==> config.mk <==
export PLATFORM = sky130hd
export DESIGN_NAME = module_control
export DESIGN_NICKNAME = d
export VERILOG_FILES = /design/src/rtl/module_control_pkg.sv /design/src/rtl/module_control_sel_decoder.sv /design/src/rtl/module_control.sv
export SDC_FILE = /design/constraint.sdc
export NUM_CORES = 1
export LEC_CHECK = 0
export CELL_PAD_IN_SITES_DETAIL_PLACEMENT = 0
export CELL_PAD_IN_SITES_GLOBAL_PLACEMENT = 1
export CORE_ASPECT_RATIO = 2
export CORE_UTILIZATION = 16
export DETAILED_ROUTE_END_ITERATION = 10
export GPL_ROUTABILITY_DRIVEN = 0
export PLACE_DENSITY = 0.82
export SETUP_SLACK_MARGIN = 0.4
export SLEW_MARGIN = 10
export SYNTH_ARGS = -nofsm -noshare
export SYNTH_HDL_FRONTEND = slang
export SYNTH_SLANG_ARGS = --single-unit
==> constraint.sdc <==
create_clock -name wb_clk_i -period 3.3 [get_ports wb_clk_i]
set_clock_uncertainty 0.1 [all_clocks]
set_input_delay 0.66 -clock wb_clk_i [delete_from_list [all_inputs] [get_ports wb_clk_i]]
set_output_delay 0.66 -clock wb_clk_i [all_outputs]
set_load 0.03 [all_outputs]
==> src/rtl/module_control_pkg.sv <==
// Shared types and the module-select address decode used by the selector and its decoder.
package module_control_pkg;

  localparam int DATA_W            = 32;
  localparam int DEFAULT_N_MODULES = 4;
  localparam int DEFAULT_ADDR_W    = 3;

  // Widest module-select field the decode function accepts; narrower fields are zero-extended.
  localparam int MAX_ADDR_W = 8;

  typedef logic [MAX_ADDR_W-1:0] sel_addr_t;

  typedef struct packed {
    logic      valid;
    sel_addr_t index;
  } sel_t;

  // Address 0 is unmapped; address k in 1..n_modules selects module k-1.
  function automatic sel_t decode_addr(input sel_addr_t addr, input int unsigned n_modules);
    sel_t sel;
    sel.valid = (addr != '0) && (32'(addr) <= n_modules);
    sel.index = sel.valid ? (addr - sel_addr_t'(1)) : '0;
    return sel;
  endfunction

endpackage

==> src/rtl/module_control_sel_decoder.sv <==
// Module-select decoder: turns the address field into a valid bit, a module index and
// a one-hot write strobe vector. Purely combinational.
module module_sel_decoder
  import module_control_pkg::*;
#(
  parameter int N_MODULES = DEFAULT_N_MODULES,
  parameter int ADDR_W    = DEFAULT_ADDR_W,
  parameter int IDX_W     = (N_MODULES > 1) ? $clog2(N_MODULES) : 1
) (
  input  logic [ADDR_W-1:0]    addr_i,
  input  logic                 we_i,
  output logic                 valid_o,
  output logic [IDX_W-1:0]     index_o,
  output logic [N_MODULES-1:0] module_we_o
);

  sel_t sel;

  assign sel     = decode_addr(sel_addr_t'(addr_i), N_MODULES);
  assign valid_o = sel.valid;
  assign index_o = sel.index[IDX_W-1:0];

  // NOTE: every always_comb output gets a default before any conditional assignment,
  // otherwise a path that skips the assignment infers a latch.
  always_comb begin
    module_we_o = '0;
    for (int k = 0; k < N_MODULES; k++) begin
      module_we_o[k] = we_i & sel.valid & (sel.index == sel_addr_t'(k));
    end
  end

endmodule

==> src/rtl/module_control.sv <==
// Address-decoded selector: combinational read mux and write-strobe steering to N_MODULES
// user modules, plus clocked side-band tracking of the last write target and unmapped writes.
module module_control
  import module_control_pkg::*;
#(
  parameter int N_MODULES = DEFAULT_N_MODULES,
  parameter int ADDR_W    = DEFAULT_ADDR_W
) (
  input  logic                             wb_clk_i,
  input  logic                             wb_rst_i,
  input  logic                             we_i,
  input  logic [ADDR_W-1:0]                addr_i,
  input  logic [N_MODULES-1:0][DATA_W-1:0] module_data_i,
  output logic [DATA_W-1:0]                data_o,
  output logic [N_MODULES-1:0]             module_we_o,
  output logic                             sel_valid_o,
  output logic [ADDR_W-1:0]                last_sel_o,
  output logic                             bad_wr_o
);

  localparam int IDX_W = (N_MODULES > 1) ? $clog2(N_MODULES) : 1;

  logic                 sel_valid;
  logic [IDX_W-1:0]     sel_index;
  logic [N_MODULES-1:0] rd_sel;

  module_sel_decoder #(
    .N_MODULES (N_MODULES),
    .ADDR_W    (ADDR_W),
    .IDX_W     (IDX_W)
  ) u_decoder (
    .addr_i      (addr_i),
    .we_i        (we_i),
    .valid_o     (sel_valid),
    .index_o     (sel_index),
    .module_we_o (module_we_o)
  );

  assign sel_valid_o = sel_valid;

  // Read select ignores we_i so reads and writes present identical data.
  always_comb begin
    rd_sel = '0;
    for (int k = 0; k < N_MODULES; k++) begin
      rd_sel[k] = sel_valid & (sel_index == IDX_W'(k));
    end
  end

  always_comb begin
    data_o = '0;
    for (int k = 0; k < N_MODULES; k++) begin
      data_o = data_o | (module_data_i[k] & {DATA_W{rd_sel[k]}});
    end
  end

  // NOTE: clocked state uses non-blocking assignments so every register samples the
  // pre-edge values and simulation order between processes cannot change the result.
  always_ff @(posedge wb_clk_i) begin
    if (wb_rst_i) begin
      last_sel_o <= '0;
      bad_wr_o   <= 1'b0;
    end else if (we_i) begin
      if (sel_valid) begin
        last_sel_o <= addr_i;
      end else begin
        bad_wr_o <= 1'b1;
      end
    end
  end

endmodule

==> results_dict.tcl <==
set metrics [dict create \
    ys_types 19 \
    die_x_um 64.5 \
    hold_start "bad_wr_o" \
    layout_commonest_cell "clkdlybuf4s50_1" \
    finalCritPeriodShare_pct 86.7 \
    worst_slack_ns 0.437 \
    routedWlPerCell_um 16.1 \
    cts_tree "built" \
    power_mw 0.788 \
    cp_slowest_cell "or3_4" \
    viasPerCell 4.42 \
    firstDrtPassIters 3 \
    finalInstanceArea_um2 3220 \
    numPortBuffers 174 \
    synthMuxAreaShare_pct 59.2 \
    worst_setup_path_start_kind "input pin" \
    synth_top_family_by_area "multiplexers" \
    drv_slew 0 \
    core_area_um2 7540 \
    synth_compound_area_share_pct 4.81 \
    tightest_slew_ns 0.320 \
    synth_adder_area_share_pct 1.00 \
    internal-power_mw 0.525 \
    pre_cts_ws_ns -0.318 \
    layout_common_cells "134 x clkdlybuf4s50_1, 27 x mux4_2, 27 x and2_2" \
    antenna_found_initial 0 \
    num_vias 1666 \
    synth_warnings 0 \
    htreeDepth 1 \
    crit_family "buffers and inverters" \
    r2r_setup_slack_ns 2.51 \
    critPathKind "in -> out" \
    whs_endpoint "bad_wr_o" \
    antenna_cells 0 \
    switchingPower_mw 0.263 \
    clock_latency_ns 0.22 \
    sequentialPowerShare_pct 6.8 \
    seq_area_frac_synth_pct 6.41 \
    ant_nets 0 \
    worstReg2RegEnd "last_sel_o[2]" \
    maxSlewHeadroom_pct 78.6 \
    dp_hpwl_um 5330 \
    fp.dieH_um 127 \
    cts-root-buf "clkbuf_16" \
    synthesis.instances 104 \
    swShare_pct 33.3 \
    powerDensity_nw_per_um2 245 \
    dpl-instance-area_um2 3160 \
    synth_seq_cells 4 \
    cpPeakStageDelay_ns 0.39 \
    cp_data_required_time_ns 2.54 \
    max_freq_mhz 349 \
    p_clk_share_pct 23.8 \
    crit_fanout 4 \
    final_nets 420 \
    cts_max_path_buffers 2 \
    drive_above_1_share_pct 40.6 \
    drc 0 \
    clk_pin_slew_ns 0.03 \
    synth-simple-area-share_pct 18.8 \
    ios 175 \
    grt_max_degree 20 \
    netlist_area_um2 1250 \
    p_leak_nw 1.26 \
    die-area_um2 8180 \
    end_kind "output port" \
    path_buf_inv 4 \
    numCtsBuffers 3 \
    crit_chain "buf_2 -> inv_1 -> ha_4 -> buf_6 -> or3_4 -> a2111oi_4 -> buf_4" \
    syn_area_per_cell_um2 12.0 \
    drt_wl_total_um 6060 \
    min_period_ns 2.86 \
    initial_core_util_pct 16.6 \
    synthXorXnorAreaFrac_pct 0.701 \
    rsz0062_at_grt "true" \
    grt_pass1_wl_um 9140 \
    cap_viol_max_count 0 \
    holdPathStages 2 \
    finalSetupViolCount 0 \
    area_growth_pct 158 \
    peakVddDrop_mv 0.321 \
    clock_sinks 4 \
    gr-usage-all-layers_pct 14.6 \
    fillers 751 \
    first_iter_violations 25 \
    r2r_start "last_sel_o[2]" \
    hold_violations 0 \
    synth_fp_nets 239 \
    power_frac_comb_pct 69.4 \
    critPathArrivalTime_ns 2.10 \
    grt_pass1_vias 1819 \
    ff2ff_path_depth 3 \
    status "complete, no violations" \
    globalRoute.totalOverflow 0 \
    hold_path_class "reg -> reg" \
    row_count 45 \
]
-- how the worst max path moves through the flow --
stage,start,to,slack [ns],cells after the start
finish,addr_i[0],module_we_o[1],0.44,7
global route,addr_i[0],module_we_o[1],0.40,7
CTS,addr_i[0],module_we_o[1],0.39,7
detailed placement,addr_i[1],data_o[15],-0.32,7
global placement,addr_i[1],data_o[15],-0.31,7
floorplan,addr_i[0],data_o[24],0.39,8
-- worst reg2reg max path: cells and delay by family (launching register included) --
family / cells / cell delay (ns)
compound gates: 2 / 0.20
simple gates: 1 / 0.05
flops: 1 / 0.32
-- state kept, by name, summed over array words and instances, names as in the netlist --
name / cells
bad_wr_o: 1
last_sel_o: 3
-- synthesized netlist by cell type, drive strengths merged --
library cell | number | share of area [%]
and2 | 32 | 16
mux4 | 32 | 59
buf | 8 | 6.6
inv | 5 | 1.5
a21oi | 4 | 1.6
dfxtp | 4 | 6.4
clkbuf | 3 | 0.90
nor2 | 3 | 0.90
o21ai | 3 | 1.2
a2111oi | 2 | 1.4
nand2 | 2 | 0.60
nand3 | 2 | 0.80
a21o | 1 | 0.60
ha | 1 | 1.0
or3 | 1 | 0.50
xor2 | 1 | 0.70
-- metrics by stage --
stage	setup TNS, ns	hold WS, ns	instances	utilization, %
floorplan	0	0.500	104	-
global placement	-7.20	0.361	371	41.9
detailed placement	-7.74	0.364	371	41.9
CTS	0	0.380	377	42.6
global route	0	0.395	377	42.6
finish	0	0.374	377	42.6
-- final cells by class --
type	count	area (µm²)	share of cell area [%]
Inverter	5	18.8	0.583
Sequential cell	4	80.1	2.49
Clock buffer	3	75.1	2.33
Multi-Input combinational cell	84	1150	35.8
Tap cell	94	118	3.66
Timing Repair Buffer	187	1770	55.1
-- power by group through the flow --
stage	logic (mW)	clock network (mW)	registers (mW)
2_1_floorplan	0.282	0	0.0595
3_3_place_gp	0.563	0	0.0539
3_5_place_dp	0.571	0	0.0539
4_1_cts	0.553	0.189	0.0533
5_1_grt	0.578	0.199	0.0535
6_report	0.547	0.188	0.0534
-- per-layer routing --
| metal | vias up | part of all wire (%) | GRT usage, % | wire length (µm) |
|---|---|---|---|---|
| met5 | - | 0 | 0 | 0 |
| met2 | 99 | 56 | 28.8 | 3410 |
| met4 | 0 | 3.4 | 6.01 | 208 |
| li1 | 774 | - | - | - |
| met3 | 16 | 8.3 | 2.88 | 502 |
| met1 | 777 | 32 | 14.1 | 1940 |
-- cells by family after synthesis --
logic type               count (synthesis)
AND/OR/NAND/NOR                         40
multiplexers                            32
buffers and inverters                   16
AO/OA/AOI/OAI                           10
flip-flops                               4
XOR/XNOR                                 1
adder cells (fa/ha/maj)                  1
-- what timing repair did --
item,in CTS,in global routing
gates resized for setup,117,7
pin swaps,3,1
endpoints found under the setup margin,36,14
hold buffers,0,0
setup buffers,3,0
Power figures use the tool's default switching activity.
